===== src/rtl/traffic_phase_sequencer_pkg.sv =====
// Shared definitions for the junction phase sequencer: phase encodings,
// lamp encodings, default phase durations and the fixed phase order.
package traffic_phase_sequencer_pkg;

  // Phase encodings; 3'd6 and 3'd7 are illegal and recover to MAIN_G.
  typedef enum logic [2:0] {
    MAIN_G = 3'd0,
    MAIN_Y = 3'd1,
    RED_1  = 3'd2,
    SIDE_G = 3'd3,
    SIDE_Y = 3'd4,
    RED_2  = 3'd5
  } phase_t;

  // Lamp encodings, {red,yellow,green}.
  localparam logic [2:0] LIGHT_RED    = 3'b100;
  localparam logic [2:0] LIGHT_YELLOW = 3'b010;
  localparam logic [2:0] LIGHT_GREEN  = 3'b001;

  // Default durations in ticks.
  localparam int DEF_CNT_WIDTH      = 6;
  localparam int DEF_MAIN_GREEN_MIN = 10;
  localparam int DEF_MAIN_GREEN_MAX = 30;
  localparam int DEF_SIDE_GREEN     = 8;
  localparam int DEF_YELLOW         = 3;
  localparam int DEF_ALL_RED        = 1;

  // Fixed cycle order; anything unexpected goes back to the resting phase.
  function automatic phase_t next_phase(input phase_t p);
    case (p)
      MAIN_G:  return MAIN_Y;
      MAIN_Y:  return RED_1;
      RED_1:   return SIDE_G;
      SIDE_G:  return SIDE_Y;
      SIDE_Y:  return RED_2;
      RED_2:   return MAIN_G;
      default: return MAIN_G;
    endcase
  endfunction

endpackage


===== src/rtl/traffic_phase_sequencer.sv =====
// Junction phase sequencer. Counts divider ticks inside the current phase and
// steps MAIN_G -> MAIN_Y -> RED_1 -> SIDE_G -> SIDE_Y -> RED_2 -> MAIN_G.
// Main road rests green; the side road is served on a latched request once the
// main-green minimum has elapsed, or unconditionally at the main-green maximum.
module traffic_phase_sequencer
  import traffic_phase_sequencer_pkg::*;
#(
  parameter int CNT_WIDTH      = DEF_CNT_WIDTH,
  parameter int MAIN_GREEN_MIN = DEF_MAIN_GREEN_MIN,
  parameter int MAIN_GREEN_MAX = DEF_MAIN_GREEN_MAX,
  parameter int SIDE_GREEN     = DEF_SIDE_GREEN,
  parameter int YELLOW         = DEF_YELLOW,
  parameter int ALL_RED        = DEF_ALL_RED
) (
  input  logic       clk,
  input  logic       sequencer_reset,
  input  logic       enable_input,
  input  logic       side_request,
  output logic [2:0] main_light,
  output logic [2:0] side_light,
  output logic [2:0] phase,
  output logic       phase_change
);

  // Count value on the last tick of each phase (a phase lasts DUR ticks).
  localparam logic [CNT_WIDTH-1:0] L_MIN_LAST       = CNT_WIDTH'(MAIN_GREEN_MIN - 1);
  localparam logic [CNT_WIDTH-1:0] L_MAX_LAST       = CNT_WIDTH'(MAIN_GREEN_MAX - 1);
  localparam logic [CNT_WIDTH-1:0] L_SIDE_GRN_LAST  = CNT_WIDTH'(SIDE_GREEN - 1);
  localparam logic [CNT_WIDTH-1:0] L_YELLOW_LAST    = CNT_WIDTH'(YELLOW - 1);
  localparam logic [CNT_WIDTH-1:0] L_ALL_RED_LAST   = CNT_WIDTH'(ALL_RED - 1);

  phase_t                 r_state;
  phase_t                 w_state_next;
  logic [CNT_WIDTH-1:0]   r_count;
  logic [CNT_WIDTH-1:0]   w_count_next;
  logic                   r_req;
  logic                   w_req_next;
  logic                   r_phase_change;
  logic                   w_advance;
  logic [CNT_WIDTH-1:0]   w_dur_last;

  // Last in-phase count for the fixed-length phases.
  always_comb begin
    w_dur_last = L_MAX_LAST;
    case (r_state)
      MAIN_Y, SIDE_Y: w_dur_last = L_YELLOW_LAST;
      RED_1, RED_2:   w_dur_last = L_ALL_RED_LAST;
      SIDE_G:         w_dur_last = L_SIDE_GRN_LAST;
      default:        w_dur_last = L_MAX_LAST;
    endcase
  end

  // Next phase, in-phase counter and request latch. Without a tick everything
  // holds except that a new request may still be latched.
  always_comb begin
    w_advance    = 1'b0;
    w_state_next = r_state;
    w_count_next = r_count;
    w_req_next   = r_req | side_request;

    case (r_state)
      MAIN_G:  w_advance = enable_input &&
                           (((r_count >= L_MIN_LAST) && r_req) || (r_count == L_MAX_LAST));
      MAIN_Y, RED_1, SIDE_G, SIDE_Y, RED_2:
               w_advance = enable_input && (r_count == w_dur_last);
      default: w_advance = 1'b1;  // illegal encoding: recover immediately
    endcase

    if (w_advance) begin
      w_state_next = next_phase(r_state);
      w_count_next = '0;
    end else if (enable_input) begin
      w_count_next = r_count + 1'b1;
    end

    // Entering side green absorbs the request, even one arriving on that edge.
    if (w_advance && (w_state_next == SIDE_G)) begin
      w_req_next = 1'b0;
    end
  end

  // State, counter, latch and change pulse registers.
  always_ff @(posedge clk) begin
    if (sequencer_reset) begin
      r_state        <= MAIN_G;
      r_count        <= '0;
      r_req          <= 1'b0;
      r_phase_change <= 1'b0;
    end else begin
      r_state        <= w_state_next;
      r_count        <= w_count_next;
      r_req          <= w_req_next;
      r_phase_change <= w_advance;
    end
  end

  // Lamp decode straight from the phase register.
  always_comb begin
    main_light = LIGHT_RED;
    side_light = LIGHT_RED;
    case (r_state)
      MAIN_G:  main_light = LIGHT_GREEN;
      MAIN_Y:  main_light = LIGHT_YELLOW;
      SIDE_G:  side_light = LIGHT_GREEN;
      SIDE_Y:  side_light = LIGHT_YELLOW;
      default: begin
        main_light = LIGHT_RED;
        side_light = LIGHT_RED;
      end
    endcase
  end

  assign phase        = r_state;
  assign phase_change = r_phase_change;

endmodule

===== config.mk =====
export PLATFORM = sky130hd
export DESIGN_NAME = traffic_phase_sequencer
export DESIGN_NICKNAME = d
export VERILOG_FILES = /design/src/rtl/traffic_phase_sequencer_pkg.sv /design/src/rtl/traffic_phase_sequencer.sv
export SDC_FILE = /design/constraint.sdc
export NUM_CORES = 1
export LEC_CHECK = 0
export ABC_AREA = 1
export ABC_CLOCK_PERIOD_IN_PS = 3200
export CORE_MARGIN = 2
export CORE_UTILIZATION = 47
export CTS_CLUSTER_SIZE = 28
export DETAILED_ROUTE_END_ITERATION = 12
export GPL_ROUTABILITY_DRIVEN = 0
export MAX_ROUTING_LAYER = met4
export PLACE_DENSITY_LB_ADDON = 0.1
export SLEW_MARGIN = 15
export SYNTH_ARGS = -nofsm -noshare
export SYNTH_HDL_FRONTEND = slang
export SYNTH_SLANG_ARGS = --single-unit

===== constraint.sdc =====
create_clock -name clk -period 3.2 [get_ports clk]
set_clock_uncertainty 0.15 [all_clocks]
set_input_delay 0.48 -clock clk [delete_from_list [all_inputs] [get_ports clk]]
set_output_delay 0.48 -clock clk [all_outputs]
set_load 0.1 [all_outputs]

==> summary.md, run 1 <==
| Metric | Value |
|---|---|
| Final Hold Vio Count | `0` |
| Top Metal Used | `met4` |
| Setup Buffers After CTS | `0` |
| Wirelength per Cell | `11.06 µm` |
| Die width | `roughly 45 µm` |
| Met1 WL | `between 700 and 800 µm` |
| Vias per cell | `5.185` |
| Layout cells sized above 1 | `0.3361` |
| Power Density | `289.4 nW/µm²` |
| Pleak | `about 0.45 nW` |
| RSZ-0062 raised after global routing | `false` |
| Critical path's slowest cell | `dfxtp_1` |
| Core area | `around 1500 µm²` |
| Largest net degree at the start of global routing | `11` |
| Crit Path Class | `reg2out` |
| Post-layout util | `0.6092` |
| Status | `finished, final reports clean` |
| Met2 WL | `between 600 and 700 µm` |
| Critical path cell sequence | `inv_2 -> ha_1 -> inv_1 -> buf_4` |
| CTS root buf | `clkbuf_4` |
| Final period util | `0.6776` |
| Layout net count | `129` |
| CP arrival | `1.54 ns` |
| Setup violators final | `0` |
| Asr flop ratio synth | `0` |
| First-pass GRT wire length | `2553 µm` |
| Max VDD drop | `around 0.23 mV` |
| Final WL | `roughly 1500 µm` |
| Synthesized flop and latch total | `11` |
| Gr usage total | `0.1802` |
| Clk_lat worst skew | `0.27 ns` |
| Clock sink total | `11` |
| Netlist cell types | `24` |
| Hold Path Class | `reg2reg` |
| Worst-Margin Slew | `0.4411 ns` |
| HPWL Detailed | `1175 µm` |
| Via count | `700` |
| Area of the die | `1997 µm²` |
| Die Height | `44.69 µm` |
| Max Cap Viol | `0` |
| R2R setup slack | `1.32 ns` |
| H-tree levels | `1` |
| Sequential fraction of the synthesis area | `0.2830` |
| Syn Inst Count | `104` |
| Synthesis-to-layout area growth | `19.29%` |
| Commonest non-fill, non-tap cell in the layout | `nand2_1` |
| CP required | `2.57 ns` |
| Number of synthesized flops with an enable pin | `0` |
| Number of global-route vias before repair | `a little over 600` |
| CTS tree | `yes` |
| Filler instances | `144` |
| FP Rows | `14` |
| Most frequent cells in the layout | `16 x nand2_1, 11 x inv_1, 11 x dfxtp_1` |
| Final min period | `2.168 ns` |
| Port buffer count | `13` |
| Post-DRT Antenna Nets | `0` |
| Synthesized Nets | `113` |
| Dominant synthesized flop cell | `dfxtp_1` |
| Post-layout power | `0.0002687 W` |
| CP endpoint kind | `primary output` |
| F_max | `0.4612 GHz` |
| Initial Util | `0.5107` |
| Startpoint Class | `register` |
| # resized after CTS | `0` |
| I/O Pins | `14` |
| Pre-antenna DRT Iters | `4` |
| Syn_area_per_cell | `7.483 µm²` |
| Clock transition at path regs | `around 0.07 ns` |
| Synth warn | `0` |
| Max clock buf depth | `2` |
| N_diodes | `0` |
| Worst-path fanout max | `10` |
| Netlist Area Pre-Place | `778.2 µm²` |
| Initial antenna violation count | `0` |
| Critical Path Max Stage Delay | `0.59 ns` |
| Hold buffers post-CTS | `0` |
| # DRC | `0` |
| Relative slew slack | `0.7055` |
| Gr ovfl total | `0` |
| Pins Over Slew Limit | `0` |
| Num CTS Buffers | `3` |
| Drt first-iter violations | `21` |
| Metal3 WL | `roughly 64 µm` |
==> cells by family after synthesis <==
logic type,synth area share
flops,0.2830
xor+xnor,0.05627
buf+inv,0.1013
fa+ha+maj,0.08039
compound gates,0.08520
simple gates,0.3939
==> cell usage after synthesis, types with 4 or more instances <==
library cell  instances  area share
inv_1                11       0.053
dfxtp_1              11        0.28
inv_2                 5       0.024
o21ai_0               4       0.026
a21oi_1               4       0.026
nor2_1                4       0.019
xor2_1                4       0.045
nand3_1              10       0.064
ha_1                  5       0.080
nor3_1                4       0.026
nor2_2                8       0.064
nand2_1              16       0.077
==> per-layer routing <==
layer	up-vias	global-route usage
met2	14	0.2638
met4	0	0.09091
met1	313	0.2425
met5	-	-
li1	368	-
met3	5	0.02400
==> report_power, final <==
part	leakage [nW]	switching, W	internal (W)
Clock	0.0150	0.0000465	0.0000482
Sequential	0.0895	0.00000468	0.000141
Combinational	0.349	0.0000156	0.0000131
==> state kept, by name, summed over array words and instances, names as in the netlist <==
| name | flops |
|---|---|
| r_count | 6 |
| phase | 3 |
| phase_change | 1 |
| r_req | 1 |
==> critical path: cells and delay by family (launching register included) <==
family	cells	cell delay, ns
adder cells (fa/ha/maj)	1	0.21
flip-flops	1	0.59
buffers and inverters	3	0.46
==> final timing paths <==
kind,endpoint,depth (start not counted),from
worst max-delay path,main_light[2],4,phase[1]$_SDFF_PP0_
worst min-delay path,r_req$_SDFF_PP0_,2,r_req$_SDFF_PP0_
worst max register to register,phase[2]$_SDFF_PP0_,8,phase[1]$_SDFF_PP0_
worst min register to register,r_req$_SDFF_PP0_,2,r_req$_SDFF_PP0_
==> stage by stage <==
| stage | cells | setup WS (ns) | setup TNS (ns) | area, µm² | hold slack (ns) |
|---|---|---|---|---|---|
| after floorplan | 104 | -0.3318 | -0.3318 | 795.8 | 0.3443 |
| after global placement | 131 | 1.222 | 0 | 902.1 | 0.3742 |
| after detailed placement | 131 | 1.162 | 0 | 902.1 | 0.3881 |
| after CTS | 135 | 1.029 | 0 | 928.4 | 0.4045 |
| after global routing | 135 | 0.9543 | 0 | 928.4 | 0.4452 |
| final | 135 | 1.032 | 0 | 928.4 | 0.4019 |
==> layout make-up <==
class,instances,area (µm²),area share
Sequential cell,11,220.2,0.2372
Multi-Input combinational cell,75,496.7,0.5350
Clock buffer,4,26.28,0.02830
Inverter,16,60.06,0.06469
Tap cell,16,20.02,0.02156
Timing Repair Buffer,13,105.1,0.1132
(Power assumes the default switching activity.)
==> run 2: changes to the inputs <==
Settings changed: ABC_CLOCK_PERIOD_IN_PS 3200 to 2200.
Clock period 3.2 ns to 2.2 ns, I/O delays scaled along.
==> run 2 against run 1 <==
  * Hold slack got worse by 0.0076 ns
  * Worst setup slack got worse by 0.73 ns
  * Utilization up 7.5 points
  * Critical path depth increased by 1
  * Sequential share of layout area down 1.5 points
  * Register-to-register slack worse by 0.93 ns
  * Routed wire length up 7.3%
  * Largest power group unchanged
==> summary.md, run 2 (same netlist as run 1, synthesis figures left out) <==
| Metric | Value |
|---|---|
| H-tree levels | `1` |
| Worst-Margin Slew | `0.3132 ns` |
| Via count | `around 700` |
| Cell area after layout | `1042 µm²` |
| Status | `finished, final reports clean` |
| Number of global-route vias before repair | `629` |
| Synthesis-to-layout area growth | `33.92%` |
| Cell Area, Placed | `1016 µm²` |
| Layout cells sized above 1 | `0.3782` |
| Pleak | `0.4666 nW` |
| Hold Path Class | `reg2reg` |
| CTS tree | `yes` |
| Setup Buffers After CTS | `0` |
| Largest register FFs | `6` |
| First-pass GRT wire length | `2787 µm` |
| Num CTS Buffers | `3` |
| Gr ovfl total | `0` |
| RSZ-0062 raised after global routing | `false` |
| Gr usage total | `0.1966` |
| Power Density | `377.6 nW/µm²` |
| F_max | `roughly 0.53 GHz` |
| Post-layout power | `~0.0004 W` |
| Port buffer count | `13` |
| Vias per cell | `between 5 and 6` |
| Relative slew slack | `0.7896` |
| Area of the die | `1997 µm²` |
| Startpoint Class | `register` |
| Clock sink total | `11` |
| CTS root buf | `clkbuf_4` |
| Clock transition at path regs | `0.08 ns` |
| Clk_lat worst skew | `0.27 ns` |
| Crit Path Class | `reg2out` |
| # resized after CTS | `0` |
| Critical Path Max Stage Delay | `0.40 ns` |
| CP endpoint kind | `primary output` |
| Largest net degree at the start of global routing | `11` |
| Commonest non-fill, non-tap cell in the layout | `nand2_1` |
| Clock power share | `0.365` |
| Max Cap Viol | `0` |
| Drt first-iter violations | `9` |
| Core area | `1524 µm²` |
| Hold path start | `phase[0]$_SDFF_PP0_` |
| Post-DRT Antenna Nets | `0` |
| Hold buffers post-CTS | `0` |
| # DRC | `0` |
| Sw frac | `0.2631` |
| TNS Setup | `0 ns` |
| RR Startpoint | `r_count[1]$_SDFFE_PP0P_` |
| Wirelength per Cell | `11.87 µm` |
| Launch point of the worst path | `phase[1]$_SDFF_PP0_` |
| Reg power frac | `0.528` |
| Initial antenna violation count | `0` |
| Initial Util | `0.5107` |
| Critical path cell sequence | `inv_4 -> ha_4 -> clkinvlp_4 -> nor3_4 -> buf_12` |
| CP required | `roughly 1.7 ns` |
| Final Hold Vio Count | `0` |
| HPWL Detailed | `1220 µm` |
| Comb pwr share | `0.107` |
| N_diodes | `0` |
| Final min period | `1.901 ns` |
| Sw Pwr | `0.0001035 W` |
| Layout net count | `129` |
| Max VDD drop | `0.3997 mV` |
| Critical path's slowest cell | `dfxtp_4` |
| I/O Pins | `14` |
| Die width | `44.69 µm` |
| Worst-path fanout max | `10` |
| Final period util | `0.8643` |
| Max clock buf depth | `2` |
| Most flop-heavy register | `r_count` |
| Pins Over Slew Limit | `0` |
| Die Height | `approximately 45 µm` |
| CP arrival | `around 1.4 ns` |
| FP Rows | `14` |
| Pre-antenna DRT Iters | `4` |
| Setup violators final | `0` |
| Most frequent cells in the layout | `16 x nand2_1, 10 x inv_1, 10 x nand3_1` |
| Int Power | `roughly 0.00029 W` |
| Post-layout util | `0.6839` |
| Final WL | `1602 µm` |
==> run 2: worst paths after layout <==
path	cells past startpoint	slack, ns	endpoint
hold / removal	2	0.39	phase[0]$_SDFF_PP0_
setup reg to reg	9	0.39	r_count[4]$_SDFFE_PP0P_
hold reg to reg	2	0.39	phase[0]$_SDFF_PP0_
setup / recovery	5	0.30	main_light[1]
==> run 2: final cells by class <==
class / instances / area, µm²
Clock buffer: 4 / 26.28
Fill cell: 129 / 481.7
Inverter: 16 / 68.82
Multi-Input combinational cell: 75 / 515.5
Sequential cell: 11 / 231.5
Tap cell: 16 / 20.02
Timing Repair Buffer: 13 / 180.2
==> run 2: metal layers <==
metal,part of all wire,vias up,global-route usage,routed length [µm]
li1,-,366,-,-
met1,0.46,334,0.2469,729
met4,0.0062,0,0.07273,10
met5,0,-,-,0
met3,0.035,2,0.02400,56
met2,0.50,14,0.3217,805
==> run 2: worst max-delay path, delay by kind of cell, from the launching register on <==
kind	cells	cell delay [ns]
buffers and inverters	3	0.39
and+or+nand+nor	1	0.23
adders and majority gates	1	0.13
DFF	1	0.40
==> run 2: stage by stage <==
| stage | hold slack (ns) | std cells | worst slack (ns) |
|---|---|---|---|
| final | 0.3943 | 135 | 0.2985 |
| after global routing | 0.4297 | 135 | 0.2176 |
| after CTS | 0.3974 | 135 | 0.2828 |
| after detailed placement | 0.3845 | 131 | 0.3255 |
| after global placement | 0.3761 | 131 | 0.3765 |
| after floorplan | 0.2491 | 104 | -0.4754 |
==> run 2: power groups by stage <==
stage                     combinational, W  clock [W]  sequential (W)
after floorplan                  0.0000297          0        0.000210
after global placement           0.0000408          0        0.000212
after detailed placement         0.0000417          0        0.000212
after CTS                        0.0000424   0.000147        0.000207
after global routing             0.0000473   0.000154        0.000209
final                            0.0000421   0.000144        0.000208
==> run 3: changes to the inputs <==
Settings changed: CELL_PAD_IN_SITES_DETAIL_PLACEMENT set to 0, CELL_PAD_IN_SITES_GLOBAL_PLACEMENT set to 1, CORE_MARGIN 2 to not set, CORE_UTILIZATION 47 to 36.
==> run 3 against run 2 <==
  * Register-to-register slack barely moved
  * Non-clock buffer count stayed put
  * First-iteration DRC count up 67%
  * Final cell count increased by 8.1%
  * Sequential share of layout area decreased by 0.29 points
  * Sequential power about the same
  * Utilization is 16 points lower
  * Largest power group unchanged
  * Routed wire length decreased by 3.9%
  * Critical path type unchanged
  * Critical endpoint unchanged
  * Sequential cell count unchanged
  * Largest cell class unchanged
  * Global-route usage fell by 3.7 points
  * Highest routed layer unchanged
  * Die area grew 18%
==> summary.md, run 3 (same netlist as run 1, synthesis figures left out) <==
| Metric | Value |
|---|---|
| Largest net degree at the start of global routing | `11` |
| Reg2reg path depth | `9` |
| Pleak | `about 0.47 nW` |
| First-pass GRT wire length | `2773 µm` |
| N_diodes | `0` |
| Initial antenna violation count | `0` |
| H-tree levels | `1` |
| Pins Over Slew Limit | `0` |
| Wirelength per Cell | `between 10 and 15 µm` |
| Worst-path fanout max | `10` |
| Commonest non-fill, non-tap cell in the layout | `nand2_1` |
| Clock sink total | `11` |
| Synthesis-to-layout area growth | `35.69%` |
| Setup violators final | `0` |
| Port buffer count | `13` |
| CP required | `1.72 ns` |
| Hold buffers post-CTS | `0` |
| Via count | `679` |
| Filler instances | `190` |
| Area of the die | `2352 µm²` |
| Vias per cell | `4.651` |
| Power Density | `373.4 nW/µm²` |
| Crit Path Class | `reg2out` |
| Cell area after layout | `approximately 1100 µm²` |
| F_max | `0.5225 GHz` |
| Worst-Margin Slew | `slightly above 0.3 ns` |
| Pre-antenna DRT Iters | `4` |
| Setup Buffers After CTS | `0` |
| Cell count after placement | `142` |
| Final min period | `1.914 ns` |
| CP arrival | `1.43 ns` |
| Hold Path Class | `reg2reg` |
| Final period util | `0.8699` |
| Max Cap Viol | `0` |
| Die Height | `48.50 µm` |
| Status | `finished, final reports clean` |
| Layout cells sized above 1 | `0.3782` |
| FP Rows | `16` |
| TNS Setup | `0 ns` |
| # resized after CTS | `0` |
| Max VDD drop | `0.2372 mV` |
| Clk_lat worst skew | `0.27 ns` |
| CP endpoint kind | `primary output` |
| CTS root buf | `clkbuf_4` |
| Cell Area, Placed | `around 1000 µm²` |
| HPWL Detailed | `1206 µm` |
| Max clock buf depth | `2` |
| Num CTS Buffers | `3` |
| Hold Path Stages | `2` |
| Final Hold Vio Count | `0` |
| Initial Util | `0.3887` |
| Number of global-route vias before repair | `591` |
| Core area | `about 2000 µm²` |
| I/O Pins | `14` |
| Finished Layout Cells | `146` |
| Final WL | `1539 µm` |
| Startpoint Class | `register` |
| Gr usage total | `0.1594` |
| Post-DRT Antenna Nets | `0` |
| # DRC | `0` |
| Gr ovfl total | `0` |
| Most flop-heavy register | `r_count` |
| Largest register FFs | `6` |
| CTS tree | `yes` |
| Drt first-iter violations | `15` |
| Die width | `approximately 48 µm` |
| Relative slew slack | `0.7947` |
| RSZ-0062 raised after global routing | `false` |
| Post-layout power | `0.0003943 W` |
| Layout net count | `129` |
| Most frequent cells in the layout | `16 x nand2_1, 10 x inv_1, 10 x nand3_1` |
| Reg area | `231.5 µm²` |
| Multi-input logic area | `515.5 µm²` |
| Clock transition at path regs | `around 0.070 ns` |
## run 3: cell counts in the layout (fill, tap and decap cells not counted)
Identical to the previous run, type by type.
## run 3: final timing paths
path                                 from                 endpoint  slack (ns)
hold / removal    r_count[5]$_SDFFE_PP0P_  r_count[5]$_SDFFE_PP0P_        0.41
setup reg to reg  r_count[1]$_SDFFE_PP0P_  r_count[5]$_SDFFE_PP0P_        0.40
setup / recovery      phase[1]$_SDFF_PP0_            main_light[1]        0.29
hold reg to reg   r_count[5]$_SDFFE_PP0P_  r_count[5]$_SDFFE_PP0P_        0.41
## run 3: per-stage QoR
stage | worst slack [ns] | hold WS, ns | util
2_1_floorplan | -0.4754 | 0.2491 | -
3_3_place_gp | 0.3586 | 0.3730 | 0.5144
3_5_place_dp | 0.3256 | 0.3878 | 0.5144
4_1_cts | 0.2664 | 0.4118 | 0.5275
5_1_grt | 0.1792 | 0.4324 | 0.5275
6_report | 0.2862 | 0.4063 | 0.5275
## run 3: metal layers
layer / up-vias / global-route usage / share of wire
li1: 361 / - / -
met1: 299 / 0.2335 / 0.53
met2: 15 / 0.2066 / 0.41
met3: 4 / 0.04088 / 0.038
met4: 0 / 0.05882 / 0.016
met5: - / - / 0
## run 3: power by group
group	switching (W)	internal, W	leakage (nW)
clock network	0.0000759	0.0000702	0.0150
registers	0.00000647	0.000201	0.0919
logic	0.0000222	0.0000189	0.360
## run 3: layout make-up
type                       instances  area share
inverter                          16     0.06517
timing repair buffer              13      0.1706
multi-input combinational         75      0.4882
clock buffer                       4     0.02488
sequential                        11      0.2192
tap                               27     0.03199
## run 3: critical path, stage by stage (launching register included)
cell,delay [ns]
dfxtp_4,0.40
inv_4,0.08
ha_4,0.13
clkinvlp_4,0.11
nor3_4,0.23
buf_12,0.20
